$ cat src/rtl/seven_segment_pkg.sv
// rtl/seven_segment_pkg.sv - shared constants and glyph table for the seven-segment scanner
package seven_segment_pkg;

  localparam int PHASES = 16;

  localparam int SEG_A = 0;
  localparam int SEG_B = 1;
  localparam int SEG_C = 2;
  localparam int SEG_D = 3;
  localparam int SEG_E = 4;
  localparam int SEG_F = 5;
  localparam int SEG_G = 6;

  // Active-high glyphs, segment A at bit 0 ... G at bit 6
  localparam logic [6:0] GLYPHS [16] = '{
    7'h3F, 7'h06, 7'h5B, 7'h4F, 7'h66, 7'h6D, 7'h7D, 7'h07,
    7'h7F, 7'h6F, 7'h77, 7'h7C, 7'h58, 7'h5E, 7'h79, 7'h71
  };

  function automatic logic [6:0] glyph_of(input logic [3:0] nibble);
    return GLYPHS[nibble];
  endfunction

endpackage

$ cat src/rtl/seven_segment_scanner_if.sv
// rtl/seven_segment_scanner_if.sv - digit data load interface between counters and scanner
interface seven_segment_scanner_if #(
  parameter int DIGITS = 6
);
  logic                  load;
  logic [4*DIGITS-1:0]   digitValues;
  logic [DIGITS-1:0]     decimalPoints;
  logic [DIGITS-1:0]     blankMask;
  logic                  leadingZeroBlank;
  logic [3:0]            brightness;
  logic                  loadPending;

  modport master (
    output load, digitValues, decimalPoints, blankMask, leadingZeroBlank, brightness,
    input  loadPending
  );

  modport slave (
    input  load, digitValues, decimalPoints, blankMask, leadingZeroBlank, brightness,
    output loadPending
  );
endinterface

$ cat src/rtl/seven_segment_glyph.sv
// rtl/seven_segment_glyph.sv - combinational hex nibble to active-high segment glyph
module seven_segment_glyph
  import seven_segment_pkg::*;
(
  input  logic [3:0] nibble,
  output logic [6:0] glyph
);

  assign glyph = glyph_of(nibble);

endmodule

$ cat src/rtl/seven_segment_scanner.sv
// rtl/seven_segment_scanner.sv - multiplexed seven-segment driver with double-buffered digit data
module seven_segment_scanner
  import seven_segment_pkg::*;
#(
  parameter int DIGITS         = 6,
  parameter int PHASE_CYCLES   = 256,
  parameter bit SEG_ACTIVE_LOW = 1'b0,
  parameter bit AN_ACTIVE_LOW  = 1'b1
) (
  input  logic                 clock,
  input  logic                 resetN,
  seven_segment_scanner_if.slave host,
  output logic                 frameStart,
  output logic [6:0]           segments,
  output logic                 decimalPoint,
  output logic [DIGITS-1:0]    anodes
);

  localparam int CYC_W = (PHASE_CYCLES > 1) ? $clog2(PHASE_CYCLES) : 1;
  localparam int DIG_W = (DIGITS > 1) ? $clog2(DIGITS) : 1;
  localparam logic [CYC_W-1:0] CYC_LAST = CYC_W'(PHASE_CYCLES - 1);
  localparam logic [DIG_W-1:0] DIG_LAST = DIG_W'(DIGITS - 1);
  localparam logic [3:0]       PHASE_LAST = 4'(PHASES - 1);

  typedef struct packed {
    logic [4*DIGITS-1:0] values;
    logic [DIGITS-1:0]   dps;
    logic [DIGITS-1:0]   blank;
    logic                lzb;
    logic [3:0]          bright;
  } frame_t;

  localparam frame_t FRAME_RESET = '{values: '0, dps: '0, blank: '0, lzb: 1'b0, bright: 4'hF};

  logic [CYC_W-1:0] cycle_cnt;
  logic [3:0]       phase;
  logic [DIG_W-1:0] digit_idx;
  logic             boundary;
  frame_t           incoming, staging, shadow;
  logic             pending;
  logic [3:0]       nib [DIGITS];
  logic [DIGITS-1:0] lz_mask;
  logic             run_zero;
  logic [6:0]       glyph;
  logic             window, seg_on, dp_on;
  logic [DIGITS-1:0] an_sel;

  assign incoming = '{values: host.digitValues, dps: host.decimalPoints, blank: host.blankMask,
                      lzb: host.leadingZeroBlank, bright: host.brightness};
  assign boundary = (digit_idx == DIG_LAST) && (phase == PHASE_LAST) && (cycle_cnt == CYC_LAST);
  assign host.loadPending = pending;

  // Cascaded scan counters: cycle -> brightness phase -> digit slot
  always_ff @(posedge clock or negedge resetN) begin
    if (!resetN) begin
      cycle_cnt <= '0;
      phase     <= '0;
      digit_idx <= '0;
    end else if (cycle_cnt != CYC_LAST) begin
      cycle_cnt <= cycle_cnt + 1'b1;
    end else begin
      cycle_cnt <= '0;
      if (phase != PHASE_LAST) begin
        phase <= phase + 1'b1;
      end else begin
        phase     <= '0;
        digit_idx <= (digit_idx == DIG_LAST) ? '0 : digit_idx + 1'b1;
      end
    end
  end

  // Double buffer: staging captures loads, shadow swaps only at the frame boundary
  always_ff @(posedge clock or negedge resetN) begin
    if (!resetN) begin
      staging <= FRAME_RESET;
      shadow  <= FRAME_RESET;
      pending <= 1'b0;
    end else if (host.load && boundary) begin
      // staging tracks shadow so the next boundary does not revert this write
      staging <= incoming;
      shadow  <= incoming;
      pending <= 1'b0;
    end else if (host.load) begin
      staging <= incoming;
      pending <= 1'b1;
    end else if (boundary) begin
      shadow  <= staging;
      pending <= 1'b0;
    end
  end

  // Leading-zero mask: a digit is suppressed while it and every digit above it are zero
  always_comb begin
    lz_mask  = '0;
    run_zero = 1'b1;
    for (int i = 0; i < DIGITS; i++) begin
      nib[i] = shadow.values[4*i +: 4];
    end
    for (int i = DIGITS - 1; i >= 1; i--) begin
      run_zero   = run_zero & (nib[i] == 4'h0);
      lz_mask[i] = run_zero;
    end
  end

  seven_segment_glyph u_glyph (
    .nibble (nib[digit_idx]),
    .glyph  (glyph)
  );

  // Lit window excludes dead-time phase 0 and phases above the brightness level
  always_comb begin
    window = (phase != 4'd0) && (phase <= shadow.bright);
    seg_on = window && !shadow.blank[digit_idx] && !(shadow.lzb && lz_mask[digit_idx]);
    dp_on  = window && !shadow.blank[digit_idx] && shadow.dps[digit_idx];
    an_sel = window ? (DIGITS'(1) << digit_idx) : '0;
  end

  // Output registers, the only place polarity is applied
  always_ff @(posedge clock or negedge resetN) begin
    if (!resetN) begin
      frameStart   <= 1'b0;
      segments     <= {7{SEG_ACTIVE_LOW}};
      decimalPoint <= SEG_ACTIVE_LOW;
      anodes       <= {DIGITS{AN_ACTIVE_LOW}};
    end else begin
      frameStart   <= (digit_idx == '0) && (phase == 4'd0) && (cycle_cnt == '0);
      segments     <= (seg_on ? glyph : 7'h00) ^ {7{SEG_ACTIVE_LOW}};
      decimalPoint <= dp_on ^ SEG_ACTIVE_LOW;
      anodes       <= an_sel ^ {DIGITS{AN_ACTIVE_LOW}};
    end
  end

endmodule

$ cat src/flat_wrapper.sv
// flat-port wrapper written by rule: the top's interface ports become plain ports
module seven_segment_scanner_flat import seven_segment_pkg::*;
#(
  parameter int DIGITS         = 6,
  parameter int PHASE_CYCLES   = 256,
  parameter bit SEG_ACTIVE_LOW = 1'b0,
  parameter bit AN_ACTIVE_LOW  = 1'b1
)
  (clock, resetN, frameStart, segments, decimalPoint, anodes, host_load, host_digitValues, host_decimalPoints, host_blankMask, host_leadingZeroBlank, host_brightness, host_loadPending);
  seven_segment_scanner_if #(.DIGITS(DIGITS)) host_i ();
  input  logic clock;
  input  logic resetN;
  output logic frameStart;
  output logic [6:0] segments;
  output logic decimalPoint;
  output logic [DIGITS-1:0] anodes;
  input wire logic [$bits(host_i.load)-1:0] host_load;
  input wire logic [$bits(host_i.digitValues)-1:0] host_digitValues;
  input wire logic [$bits(host_i.decimalPoints)-1:0] host_decimalPoints;
  input wire logic [$bits(host_i.blankMask)-1:0] host_blankMask;
  input wire logic [$bits(host_i.leadingZeroBlank)-1:0] host_leadingZeroBlank;
  input wire logic [$bits(host_i.brightness)-1:0] host_brightness;
  output wire logic [$bits(host_i.loadPending)-1:0] host_loadPending;
  assign host_i.load = host_load;
  assign host_i.digitValues = host_digitValues;
  assign host_i.decimalPoints = host_decimalPoints;
  assign host_i.blankMask = host_blankMask;
  assign host_i.leadingZeroBlank = host_leadingZeroBlank;
  assign host_i.brightness = host_brightness;
  assign host_loadPending = host_i.loadPending;
  seven_segment_scanner #(.DIGITS(DIGITS), .PHASE_CYCLES(PHASE_CYCLES), .SEG_ACTIVE_LOW(SEG_ACTIVE_LOW), .AN_ACTIVE_LOW(AN_ACTIVE_LOW)) u_core (.clock(clock), .resetN(resetN), .host(host_i), .frameStart(frameStart), .segments(segments), .decimalPoint(decimalPoint), .anodes(anodes));
endmodule
$ cat config.mk
export PLATFORM = sky130hd
export DESIGN_NAME = seven_segment_scanner_flat
export DESIGN_NICKNAME = d
export VERILOG_FILES = /design/src/rtl/seven_segment_pkg.sv /design/src/rtl/seven_segment_scanner_if.sv /design/src/rtl/seven_segment_glyph.sv /design/src/rtl/seven_segment_scanner.sv /design/src/flat_wrapper.sv
export SDC_FILE = /design/constraint.sdc
export NUM_CORES = 1
export LEC_CHECK = 0
export ABC_AREA = 0
export BUFFER_PORTS_ARGS = -buffer_cell sky130_fd_sc_hd__buf_4
export CORE_MARGIN = 3
export CORE_UTILIZATION = 45
export CTS_CLUSTER_SIZE = 40
export DETAILED_ROUTE_END_ITERATION = 10
export PLACE_DENSITY = 0.7
export SYNTH_ARGS = -nofsm -noshare
export SYNTH_HDL_FRONTEND = slang
export SYNTH_SLANG_ARGS = --single-unit
$ cat constraint.sdc
create_clock -name clock -period 5.13 [get_ports clock]
set_clock_uncertainty 0.05 [all_clocks]
set_input_delay 0.513 -clock clock [delete_from_list [all_inputs] [get_ports clock]]
set_output_delay 0.513 -clock clock [all_outputs]
set_load 0.005 [all_outputs]
; Word level (Yosys, flattened, before mapping)
; Memories as Yosys holds them, arrays and structs flattened.
; Cells that the tools add are included.
[totals]
out_inout_bits = 16
memories = 1
input_bits = 44
regBits = 113
rom_bits = 112
elab_cells = 92
[op_classes]
reduce_logical = 26
bitwise = 9
n_shift = 1
muxes = 24
eq_ne = 6
order_cmp = 4
n_addsub = 3
[memory_table]
columns = memory, depth, width, rd, rd_ports_with_merged_regs, wr, line
row1 = (no name shown), 16, 7, 1, 0, 0, seven_segment_pkg.sv:21  ; return GLYPHS[nibble];
[ops]
columns = operator, count
row1 = 41-bit two-way mux, 5
row2 = 4-bit zero test, 6
row3 = 7-bit two-way mux, 3
row4 = 4-bit binary-select mux with 3-bit select, 1
row5 = 4-bit two-way mux, 3
row6 = 1-bit logical AND, 10
row7 = 1-bit binary-select mux with 3-bit select, 3
row8 = "8-bit by 1-bit adder with 8-bit output, second input constant", 1
row9 = "8-bit equality test, second input constant", 1
row10 = 8-bit zero test, 1
row11 = 8-bit two-way mux, 1
row12 = "8-bit != test, second input constant", 1
row13 = 1-bit two-way mux, 6
row14 = 6-bit two-way mux, 1
row15 = 6-bit inverter, 1
row16 = "1-bit by 3-bit << shifter with 6-bit output, first input constant", 1
row17 = "5-bit greater-or-equal comparator, second input constant", 1
row18 = 4-bit inverter with 5-bit output, 1
row19 = "4-bit by 1-bit adder with 4-bit output, second input constant", 1
row20 = 1-bit AND, 4
row21 = "4-bit equality test, second input constant", 1
row22 = "4-bit greater-or-equal comparator, second input constant", 1
row23 = 4-bit less-or-equal comparator, 1
row24 = "3-bit by 4-bit < comparator with 1-bit output, second input constant", 1
row25 = 13 further kinds, 17

; Longest topological paths before layout
[logic_depth]
word_depth = 11
mapped_depth = 10
ltp_nobuf = 8

; By module
; From an unflattened synthesis, not the netlist that was laid out.
[hier_totals]
cells_unflattened = 369
hier_area_um2 = 5059.9
[modules_own_cells]
columns = module, cells_each, area_each_um2, n_inst
row1 = seven_segment_scanner, 337, 4793.3, 1
row2 = seven_segment_glyph, 32, 266.5, 1

; Worst setup path before layout
; No wires, ideal clock.
[synth_timing]
path_type = register to register
startpoint = register u_core.cycle_cnt[0]
endpoint = register u_core.shadow[15] (netlist name)
setup_time_ns = 0.125
arrival_ns = 2.039
period_less_slack_ns = 2.214
t_required_ns = 4.955
path_stages_with_launch = 10
path_slack_ns = 2.916
path_cell_list = dfrtp_1 ha_1 and3_4 and4_1 and4_1 buf_4 and3_4 buf_6 buf_8 mux2_4
[synth_between]
elab_chain_cells = 5
elab_cells_between_ends = 7
cone_classes = eq/ne: 2 / mux: 1 / reduce/logical: 4
[synth_lines]
columns = element, line
row1 = "start, declared", seven_segment_scanner.sv:35  ; logic [CYC_W-1:0] cycle_cnt;
row2 = "start signal, assigned", seven_segment_scanner.sv:60  ; cycle_cnt <= cycle_cnt + 1'b1;
row3 = 8-bit equality test *, seven_segment_scanner.sv:50  ; assign boundary = (digit_idx == DIG_LAST) && (phase == PHASE_LAST) && (cycle_cnt == CYC_LAST);
row4 = 1-bit logical AND *, seven_segment_scanner.sv:50
row5 = 1-bit logical AND, seven_segment_scanner.sv:78  ; end else if (host.load && boundary) begin
row6 = 2-bit by 1-bit != test with 1-bit output (no line) or 2-bit nonzero test (tied branches), -
row7 = 2-bit AND reduction (no line), -
row8 = "end signal, assigned", seven_segment_scanner.sv:81  ; shadow <= incoming;
row9 = "end signal, assigned", seven_segment_scanner.sv:87  ; shadow <= staging;
row10 = "end, declared", seven_segment_scanner.sv:39  ; frame_t incoming, staging, shadow;
; Mark *: on every way between the ends. The rest lies on a longest branch, timed or not.
; A chain may end at the register's enable or synchronous reset.

; Worst setup path after layout
[layout_timing]
startpoint = register u_core.cycle_cnt[0]
endpoint = register u_core.shadow[10] (netlist name)
; The elaborated chain is that of the path after synthesis.

==> impl_metrics.py <==
metrics = {
    "critical_path": {
        "ff2ff_setup_slack_ns": 2.21,
        "timing.rr.start": "u_core.cycle_cnt[0]$_DFF_PN0_",
        "path_class": "reg -> reg",
        "cpPeakStageDelay_ns": 0.77,
        "crit_arrival_ns": 3.17,
        "cp_slowest_cell": "and3_4",
        "crit_path_max_fanout": 42,
        "worstPathRequired_ns": 5.38,
        "r2r_end": "u_core.shadow[10]$_DFFE_PN0P_",
        "startpoint_type": "flop",
        "rr_worst_depth": 6,
        "cp_cell_sequence": "ha_1 -> and3_4 -> and4_1 -> and4_1 -> and3_4 -> mux2_2",
        "endpoint_kind": "flop",
    },
    "clocking": {
        "cts_resized": 0,
        "cts.htree.levels": 4,
        "path_clk_slew_ns": 0.05,
        "cts_max_path_buffers": 2,
        "root_buffer": "clkbuf_16",
        "clock_latency_ns": 0.41,
        "cts_hold_buf": 0,
        "cts_buffers": 17,
        "cts_tree": "built",
        "cts.sinks": 113,
        "post_cts.repair.setup_buffers": 0,
    },
    "cells_and_area": {
        "n_antenna_cell": 0,
        "final_util_pct": 57.5,
        "layout.nets": 491,
        "syn2layout_area_growth_pct": 22.4,
        "drive_above_1_share_pct": 45.2,
    },
    "hold_path": {
        "hold_path.class": "in -> async",
    },
    "detailed_routing": {
        "first_pass_iters": 4,
        "avgRoutedWirePerCell_um": 16.3,
        "vias": 3077,
        "vias_per_cell": 5.24,
        "wl_um": 9580,
        "drc": 0,
        "first_iter_violations": 151,
        "ant_nets": 0,
    },
    "power": {
        "power_uw": 2350,
        "vdd_ir_drop_max_uv": 189,
        "p_leak_uw": 0.00294,
        "p_per_area_nw_per_um2": 371,
    },
    "floorplan": {
        "start_util_pct": 46.9,
        "core_area_um2": 11000,
        "rows": 38,
        "fp.dieW_um": 113,
        "die_h_um": 113,
        "dieArea_um2": 12800,
        "num_io_pins": 60,
    },
    "logic_synthesis": {
        "yosys.area_share.simple_pct": 7.42,
        "netlist_instances": 372,
        "yosys_most_used_dff": "dfrtp_1",
        "synthAdderAreaFrac_pct": 3.14,
        "synthMuxAreaShare_pct": 25.8,
        "async_reset_ff_share_pct": 100,
        "post_synth_num_cell_types": 46,
        "netlist_area_um2": 5180,
        "synth-edff-count": 0,
        "ys_ff_latch": 113,
        "ys_seq_area_share_pct": 54.9,
        "ys.warnings.count": 0,
        "synth-compound-area-share_pct": 3.31,
        "synth-xor-area-share_pct": 1.35,
        "syn-num-nets": 429,
        "syn_avg_cell_area_um2": 13.9,
        "synth_top_family_by_area": "multiplexers",
    },
    "placement": {
        "dp_hpwl_um": 6380,
        "gp_congestion": 0.823,
        "place.port_buffers": 59,
    },
    "timing": {
        "setup_tns_ns": 0,
        "worst_pin_slew_ns": 1.03,
        "fmax_mhz": 342,
        "rsz0062_at_grt": "no",
        "max-slew-margin-rel_pct": 31.4,
        "post-route-period-util_pct": 57.0,
        "post-route-min-period_ns": 2.92,
        "finalSetupViolCount": 0,
        "hold_viol": 0,
        "drv_slew": 0,
    },
    "grt": {
        "grt_antenna_before_repair": 0,
        "grt_overflow": 0,
        "grt.total_usage_pct": 16.0,
        "grt_pass1_vias": 3178,
        "grt_pass1_wl_um": 15900,
        "grt_max_degree": 82,
    },
    "run_status": {
        "status": "finished, final reports clean",
    },
    "run": {
        "cap_violations": 0,
    },
}
## power by group
part / total (µW) / internal (µW) / switching [µW] / leakage [µW]
clock: 1320 / 933 / 385 / 0.000320
combinational: 97.9 / 51.4 / 46.5 / 0.00119
sequential: 935 / 927 / 7.59 / 0.00143
total: 2350 / 1910 / 439 / 0.00294
## cell families (layout without fill, tap and decap cells)
kind of cell | count (synthesis) | count (layout)
buf+inv | 35 | 110
xor+xnor | 8 | 8
fa+ha+maj | 13 | 13
flops | 113 | 113
simple gates | 72 | 72
compound gates | 27 | 27
mux | 104 | 104
## final cells by class
type	count	area, µm²
Tap cell	140	175
Timing Repair Buffer	62	465
Clock inverter	10	205
Clock buffer	22	464
Inverter	16	60.1
Multi-Input combinational cell	224	2120
Sequential cell	113	2850
Fill cell	881	4690
## sequential cells by signal, indices dropped and copies added, names as in the netlist
register and count:
u_core.frameStart 1, u_core.anodes 6, u_core.phase 4, u_core.host.loadPending 1
u_core.nib 24, u_core.segments 7, u_core.shadow 17, u_core.decimalPoint 1
u_core.staging 41, u_core.digit_idx 3, u_core.cycle_cnt 8
## cell usage after synthesis, types with 8 or more instances
| cell | n | share of area, % |
|---|---|---|
| dfrtp_1 | 99 | 48 |
| mux2_2 | 50 | 11 |
| mux2_4 | 39 | 11 |
| inv_1 | 16 | 1.2 |
| nand2_1 | 16 | 1.2 |
| dfstp_2 | 14 | 7.1 |
| nor2_1 | 14 | 1.0 |
| ha_1 | 13 | 3.1 |
| mux2i_1 | 12 | 2.3 |
| a21oi_1 | 11 | 1.1 |
| nand3_1 | 11 | 1.1 |
| clkbuf_1 | 8 | 0.58 |
## layout by cell type (no fill, tap or decap), types with 2 or more instances in the layout
master / netlist / routed
a211oi_1: 3 / 3
a21oi_1: 11 / 11
and2_1: 2 / 2
and3_4: 2 / 2
and4_1: 3 / 3
buf_4: 1 / 62
bufinv_16: 0 / 6
clkbuf_1: 8 / 3
clkbuf_16: 0 / 17
clkbuf_8: 0 / 2
clkinv_2: 0 / 2
clkinvlp_4: 0 / 2
dfrtp_1: 99 / 99
dfstp_2: 14 / 14
ha_1: 13 / 13
inv_1: 16 / 16
mux2_2: 50 / 50
mux2_4: 39 / 39
mux2i_1: 12 / 12
mux4_2: 3 / 3
nand2_1: 16 / 16
nand2b_1: 2 / 2
nand3_1: 11 / 11
nand4_1: 2 / 2
nor2_1: 14 / 14
nor2b_1: 4 / 4
nor3_1: 2 / 2
nor4_1: 6 / 6
o211ai_1: 2 / 2
o21ai_0: 4 / 4
or2_2: 2 / 2
xor2_1: 7 / 7
## per-layer routing
| metal | share of wire, % | up-vias | track usage [%] | wire (µm) |
|---|---|---|---|---|
| met5 | 0 | - | 0 | 0 |
| met2 | 48 | 83 | 24.8 | 4570 |
| li1 | - | 1439 | - | - |
| met3 | 4.8 | 11 | 5.40 | 463 |
| met4 | 1.4 | 0 | 6.41 | 130 |
| met1 | 46 | 1544 | 20.7 | 4410 |
## through the flow
stage          worst slack (ns)  hold WS (ns)  instance area (µm²)  instances
3_5_place_dp               2.21         0.439                 5670        555
2_1_floorplan              2.92         0.167                 5180        372
4_1_cts                    2.19         0.264                 6340        587
3_3_place_gp               2.31         0.429                 5670        555
5_1_grt                    2.06         0.289                 6340        587
6_report                   2.21         0.232                 6340        587
## worst max-delay path by stage
stage,startpoint,endpoint,slack [ns],cells after the start
2_1_floorplan,u_core.cycle_cnt[0]$_DFF_PN0_,u_core.shadow[15]$_DFFE_PN0P_,2.92,9
3_3_place_gp,u_core.cycle_cnt[0]$_DFF_PN0_,u_core.shadow[10]$_DFFE_PN0P_,2.31,6
3_5_place_dp,u_core.cycle_cnt[0]$_DFF_PN0_,u_core.shadow[10]$_DFFE_PN0P_,2.21,6
4_1_cts,u_core.cycle_cnt[0]$_DFF_PN0_,u_core.shadow[10]$_DFFE_PN0P_,2.19,6
5_1_grt,u_core.cycle_cnt[0]$_DFF_PN0_,u_core.shadow[10]$_DFFE_PN0P_,2.06,6
6_report,u_core.cycle_cnt[0]$_DFF_PN0_,u_core.shadow[10]$_DFFE_PN0P_,2.21,6
## worst max-delay path, delay by kind of cell (launching register included)
family / cells / cell delay, ns
adders and majority gates: 1 / 0.20
DFF: 1 / 0.40
muxes: 1 / 0.41
and+or+nand+nor: 4 / 1.74
Note: power is estimated with default switching activity, not from simulation.
